File: config.mk
export PLATFORM = sky130hd
export DESIGN_NAME = alu_cmd_sequencer_flat
export DESIGN_NICKNAME = d
export VERILOG_FILES = /design/src/rtl/alu_seq_pkg.sv /design/src/rtl/alu_cmd_sequencer_if.sv /design/src/rtl/alu_seq_settle_timer.sv /design/src/rtl/alu_cmd_sequencer.sv /design/src/flat_wrapper.sv
export SDC_FILE = /design/constraint.sdc
export NUM_CORES = 1
export LEC_CHECK = 0
export BUFFER_PORTS_ARGS = -buffer_cell sky130_fd_sc_hd__buf_2
export CORE_AREA = 2 2 61 63
export DETAILED_ROUTE_END_ITERATION = 16
export DIE_AREA = 0 0 63 65
export GPL_ROUTABILITY_DRIVEN = 0
export PLACE_DENSITY = 0.76
export SLEW_MARGIN = 20
export SYNTH_ARGS = -nofsm -noshare
export SYNTH_HDL_FRONTEND = slang
export SYNTH_SLANG_ARGS = --single-unit
File: constraint.sdc
create_clock -name clk -period 3.7 [get_ports clk]
set_input_delay 0.185 -clock clk [delete_from_list [all_inputs] [get_ports clk]]
set_output_delay 0.185 -clock clk [all_outputs]
set_load 0.02 [all_outputs]
File: src/rtl/alu_seq_pkg.sv
// Shared types and field positions for the ALU command sequencer.
// Holds the FSM state enum, bus widths and beat1 operand bit positions.
package alu_seq_pkg;

    typedef enum logic [1:0] {
        S_SEL,
        S_OPS,
        S_WAIT,
        S_RESULT
    } state_t;

    localparam int OPW  = 2;
    localparam int SELW = 4;
    localparam int OUTW = 7;

    localparam int A_HI = 3;
    localparam int A_LO = 2;
    localparam int B_HI = 1;
    localparam int B_LO = 0;

endpackage

File: src/rtl/alu_cmd_sequencer_if.sv
// Command/result handshake bundle between the pins and the sequencer.
// Ports: in_valid/in_ready/in_data beats, res_valid/res_ack/res_data/res_carry.
interface alu_cmd_sequencer_if;
    import alu_seq_pkg::*;

    logic            in_valid;
    logic            in_ready;
    logic [SELW-1:0] in_data;
    logic            res_valid;
    logic            res_ack;
    logic [OUTW-1:0] res_data;
    logic            res_carry;

    modport master (
        output in_valid, in_data, res_ack,
        input  in_ready, res_valid, res_data, res_carry
    );

    modport slave (
        input  in_valid, in_data, res_ack,
        output in_ready, res_valid, res_data, res_carry
    );

endinterface

File: src/rtl/alu_seq_settle_timer.sv
// Down-counter timing the ALU settle window after operands are driven.
// Ports: clk, reset, load, load_val[3:0] in; expired (one-cycle pulse) out.
module alu_seq_settle_timer (
    input  logic       clk,
    input  logic       reset,
    input  logic       load,
    input  logic [3:0] load_val,
    output logic       expired
);

    logic [3:0] cnt;
    logic       armed;

    // armed keeps expired to a single pulse per load, even when the
    // load value is zero and the count starts out already at zero.
    always_ff @(posedge clk) begin
        if (reset) begin
            cnt   <= '0;
            armed <= 1'b0;
        end else if (load) begin
            cnt   <= load_val;
            armed <= 1'b1;
        end else if (armed) begin
            if (cnt == 4'd0) begin
                armed <= 1'b0;
            end else begin
                cnt <= cnt - 4'd1;
            end
        end
    end

    assign expired = armed && (cnt == 4'd0);

endmodule

File: src/rtl/alu_cmd_sequencer.sv
// Two-beat command sequencer that drives the ALU and captures its result.
// Ports: clk, reset, bus (slave handshake), alu_a/b/sel out, alu_out/carry in, cmd_count out.
module alu_cmd_sequencer
    import alu_seq_pkg::*;
#(
    parameter int SETTLE_CYCLES = 2,
    parameter int CNT_W         = 4
) (
    input  logic                 clk,
    input  logic                 reset,
    alu_cmd_sequencer_if.slave   bus,
    output logic [OPW-1:0]       alu_a,
    output logic [OPW-1:0]       alu_b,
    output logic [SELW-1:0]      alu_sel,
    input  logic [OUTW-1:0]      alu_out,
    input  logic                 alu_carry,
    output logic [CNT_W-1:0]     cmd_count
);

    localparam logic [3:0] SETTLE_LD = 4'(SETTLE_CYCLES - 1);

    state_t state;
    state_t state_n;

    logic [SELW-1:0] sel_q;
    logic [OUTW-1:0] res_data_q;
    logic            res_carry_q;
    logic            res_valid_q;

    logic rdy;
    logic beat;
    logic sel_ld;
    logic ops_ld;
    logic cap;
    logic done;
    logic expired;

    assign rdy  = (state == S_SEL) || (state == S_OPS);
    assign beat = bus.in_valid && rdy;

    assign bus.in_ready  = rdy;
    assign bus.res_valid = res_valid_q;
    assign bus.res_data  = res_data_q;
    assign bus.res_carry = res_carry_q;

    alu_seq_settle_timer u_timer (
        .clk      (clk),
        .reset    (reset),
        .load     (ops_ld),
        .load_val (SETTLE_LD),
        .expired  (expired)
    );

    always_ff @(posedge clk) begin
        if (reset) begin
            state <= S_SEL;
        end else begin
            state <= state_n;
        end
    end

    always_comb begin
        state_n = state;
        sel_ld  = 1'b0;
        ops_ld  = 1'b0;
        cap     = 1'b0;
        done    = 1'b0;
        case (state)
            S_SEL: begin
                if (beat) begin
                    sel_ld  = 1'b1;
                    state_n = S_OPS;
                end
            end
            S_OPS: begin
                if (beat) begin
                    ops_ld  = 1'b1;
                    state_n = S_WAIT;
                end
            end
            S_WAIT: begin
                if (expired) begin
                    cap     = 1'b1;
                    state_n = S_RESULT;
                end
            end
            S_RESULT: begin
                if (bus.res_ack) begin
                    done    = 1'b1;
                    state_n = S_SEL;
                end
            end
            default: state_n = S_SEL;
        endcase
    end

    // Select is staged in sel_q so alu_sel/a/b all change on the same
    // edge: the ALU never sees a new select with stale operands.
    always_ff @(posedge clk) begin
        if (reset) begin
            sel_q       <= '0;
            alu_sel     <= '0;
            alu_a       <= '0;
            alu_b       <= '0;
            res_data_q  <= '0;
            res_carry_q <= 1'b0;
            res_valid_q <= 1'b0;
            cmd_count   <= '0;
        end else begin
            if (sel_ld) begin
                sel_q <= bus.in_data;
            end
            if (ops_ld) begin
                alu_sel <= sel_q;
                alu_a   <= bus.in_data[A_HI:A_LO];
                alu_b   <= bus.in_data[B_HI:B_LO];
            end
            if (cap) begin
                res_data_q  <= alu_out;
                res_carry_q <= alu_carry;
                res_valid_q <= 1'b1;
            end
            if (done) begin
                res_valid_q <= 1'b0;
                cmd_count   <= cmd_count + CNT_W'(1);
            end
        end
    end

endmodule

File: src/flat_wrapper.sv
// flat-port wrapper written by rule: the top's interface ports become plain ports
module alu_cmd_sequencer_flat import alu_seq_pkg::*;
#(
    parameter int SETTLE_CYCLES = 2,
    parameter int CNT_W         = 4
)
  (clk, reset, alu_a, alu_b, alu_sel, alu_out, alu_carry, cmd_count, bus_in_valid, bus_in_data, bus_res_ack, bus_in_ready, bus_res_valid, bus_res_data, bus_res_carry);
  alu_cmd_sequencer_if bus_i ();
  input  logic clk;
  input  logic reset;
  output logic [OPW-1:0] alu_a;
  output logic [OPW-1:0] alu_b;
  output logic [SELW-1:0] alu_sel;
  input  logic [OUTW-1:0] alu_out;
  input  logic alu_carry;
  output logic [CNT_W-1:0] cmd_count;
  input wire logic [$bits(bus_i.in_valid)-1:0] bus_in_valid;
  input wire logic [$bits(bus_i.in_data)-1:0] bus_in_data;
  input wire logic [$bits(bus_i.res_ack)-1:0] bus_res_ack;
  output wire logic [$bits(bus_i.in_ready)-1:0] bus_in_ready;
  output wire logic [$bits(bus_i.res_valid)-1:0] bus_res_valid;
  output wire logic [$bits(bus_i.res_data)-1:0] bus_res_data;
  output wire logic [$bits(bus_i.res_carry)-1:0] bus_res_carry;
  assign bus_i.in_valid = bus_in_valid;
  assign bus_i.in_data = bus_in_data;
  assign bus_i.res_ack = bus_res_ack;
  assign bus_in_ready = bus_i.in_ready;
  assign bus_res_valid = bus_i.res_valid;
  assign bus_res_data = bus_i.res_data;
  assign bus_res_carry = bus_i.res_carry;
  alu_cmd_sequencer #(.SETTLE_CYCLES(SETTLE_CYCLES), .CNT_W(CNT_W)) u_core (.clk(clk), .reset(reset), .bus(bus_i), .alu_a(alu_a), .alu_b(alu_b), .alu_sel(alu_sel), .alu_out(alu_out), .alu_carry(alu_carry), .cmd_count(cmd_count));
endmodule
==> summary.md <==
| Metric | Value |
|---|---|
| Outcome | `finished, final reports clean` |
| Die ar. | `4100 um^2` |
| Initial Util | `0.401` |
| Ports | `38` |
| Post-CTS sizing | `0` |
| Worst-Margin Slew | `0.612 ns` |
| CP startpoint kind | `flip-flop` |
| Commonest non-fill, non-tap cell in the layout | `buf_2` |
| Vias post-DR | `1233` |
| Core outline area | `3500 um^2` |
| Worst-path fanout max | `8` |
| IO buf count | `37` |
| Arrival @ worst endpoint | `1.55 ns` |
| Synth-to-Final Area Change | `16.8%` |
| Final Max Tran Viols | `0` |
| Detailed Routing Iterations Pass 1 | `4` |
| Critical Path Sink Type | `output port` |
| Setup TNS | `0 ns` |
| RSZ-0062 raised after global routing | `false` |
| Post-CTS setup buffers | `0` |
| DR WL/cell | `12.2 um` |
| Clk_skew | `0.00895 ns` |
| Non-filler cells, final | `244` |
| Pin count of the biggest net entering global routing | `34` |
| Final Hold Viols | `0` |
| TritonCTS Buffers | `5` |
| Initial drt markers | `76` |
| First-pass GRT wire length | `5100 um` |
| CTS clk-pin slew, worst paths | `0.10 ns` |
| Layout cells sized above 1 | `0.260` |
| Avg Inst Size Synth | `8.70 um^2` |
| Share of flip-flops with an asynchronous set or reset | `0` |
| Post-Syn Nets | `184` |
| Die Y | `65 um` |
| Total track usage | `0.157` |
| Warnings, synthesis | `0` |
| CTS root buffer | `clkbuf_4` |
| Post-route minimum period | `1.74 ns` |
| Final wirelength | `2990 um` |
| CTS Sinks | `32` |
| Placed cell area | `1590 um^2` |
| Avg Vias per Cell | `5.05` |
| DRC errors left | `0` |
| Lkg Pwr | `0.670 nW` |
| HP Class | `input port to flip-flop` |
| Initial antenna violation count | `0` |
| Setup violators final | `0` |
| Clock Tree Buf Depth | `2` |
| # rows | `22` |
| Post-Syn Instances | `161` |
| Max cap viols | `0` |
| Vias in the first global route | `1133` |
| Tcrit/Tclk final | `0.470` |
| Layout Nets | `219` |
| Main synth FF type | `dfxtp_1` |
| Placed insts | `237` |
| Hold buffers post-CTS | `0` |
| DP Wirelength | `2110 um` |
| GRT overflow | `0` |
| Synth cell types | `35` |
| Sequential-to-total area share from yosys stat | `0.457` |
| VDD IR max | `0.227 mV` |
| Final instance area | `1640 um^2` |
| CP Class | `flip-flop to output port` |
| Slew HR | `0.590` |
| Fmax | `575 MHz` |
| Req. time, crit path | `3.51 ns` |
| H-tree levels | `2` |
| PD cells | `501 nW/um^2` |
| Synth Cell Area | `1400 um^2` |
| Antenna fix cells | `0` |
| Most frequent cells in the layout | `buf_2, dfxtp_1, nand2_1, a21oi_1, nand3_1` |
| Post-synth EDFFs | `0` |
| Post-route ant nets | `0` |
| CTS tree | `built` |
| Synthesized flop and latch total | `32` |
| Worst skew pair latency | `0.33 ns` |
| Chip width | `63 um` |
## flip-flops by register name (all words and copies together), names as in the netlist
name	cells
u_core.alu_sel	4
u_core.state	2
u_core.u_timer.armed	1
u_core.alu_b	2
u_core.bus.res_carry	1
u_core.cmd_count	4
u_core.bus.res_valid	1
u_core.alu_a	2
u_core.sel_q	4
u_core.bus.res_data	7
u_core.u_timer.cnt	4
## cells in the mapped netlist (2+ instances only)
master,count,area [um^2]
dfxtp_1,32,641
nand2_1,27,101
a21oi_1,24,120
nand3_1,15,75.1
o21ai_1,8,40.0
ha_1,7,87.6
inv_1,5,18.8
a211oi_1,4,30.0
nor2_1,4,15.0
buf_2,3,15.0
clkbuf_1,3,11.3
and2_1,2,12.5
buf_6,2,22.5
mux2i_1,2,20.0
nand2b_1,2,12.5
xor2_1,2,17.5
## path summary, 6_finish.rpt
check	cells past startpoint	startpoint	slack, ns	end
worst min-delay path	3	alu_out[4]	0.1	u_core.bus.res_data[4]$_SDFFE_PP0P_
worst min register to register	2	u_core.alu_b[1]$_SDFFE_PP0P_	0.46	u_core.alu_b[1]$_SDFFE_PP0P_
worst max register to register	5	u_core.u_timer.cnt[0]$_SDFFE_PP0P_	2.04	u_core.u_timer.cnt[0]$_SDFFE_PP0P_
worst max-delay path	4	u_core.state[0]$_SDFFE_PP0P_	1.96	bus_in_ready
## cells by family (layout without fill, tap and decap cells)
| group | after synthesis | after routing | share of synthesized area |
|---|---|---|---|
| buffers and inverters | 14 | 49 | 0.0536 |
| adders and majority gates | 7 | 7 | 0.0625 |
| muxes | 2 | 2 | 0.0143 |
| DFF | 32 | 32 | 0.457 |
| and+or+nand+nor | 63 | 63 | 0.234 |
| xor gates and xnor gates | 2 | 2 | 0.0125 |
| AOI/OAI and AO/OA | 41 | 41 | 0.166 |
## report_power, final
part	switching, mW	internal [mW]
clock	0.111	0.0699
combinational	0.151	0.0891
sequential	0.0236	0.375
## layout make-up
cell class	instances	area (um^2)
Clock buffer	6	41.3
Clock inverter	1	5.00
Fill cell	365	1860
Inverter	5	18.8
Multi-Input combinational cell	115	686
Sequential cell	32	641
Tap cell	48	60.1
Timing Repair Buffer	37	185
## critical path, cell delays in order (launching register included)
cell,delay [ns]
dfxtp_1,0.37
inv_1,0.08
ha_1,0.30
or2_2,0.32
buf_2,0.16
## per-stage QoR
step / setup slack, ns / total power [mW] / hold WS (ns) / util
2_1_floorplan: 2.25 / 0.603 / 0.256 / -
3_3_place_gp: 2.12 / 0.640 / 0.440 / 0.455
3_5_place_dp: 2.06 / 0.649 / 0.445 / 0.455
4_1_cts: 1.93 / 0.828 / 0.0926 / 0.468
5_1_grt: 1.86 / 0.878 / 0.0877 / 0.468
6_report: 1.96 / 0.820 / 0.0971 / 0.468
## routing by layer
| layer | part of all wire | track usage | up-vias |
|---|---|---|---|
| met5 | 0 | 0 | - |
| met4 | 0.013 | 0.0500 | 0 |
| met3 | 0.064 | 0.0660 | 6 |
| met2 | 0.46 | 0.263 | 33 |
| met1 | 0.46 | 0.182 | 559 |
| li1 | - | - | 635 |
Power figures use the tool's default switching activity.
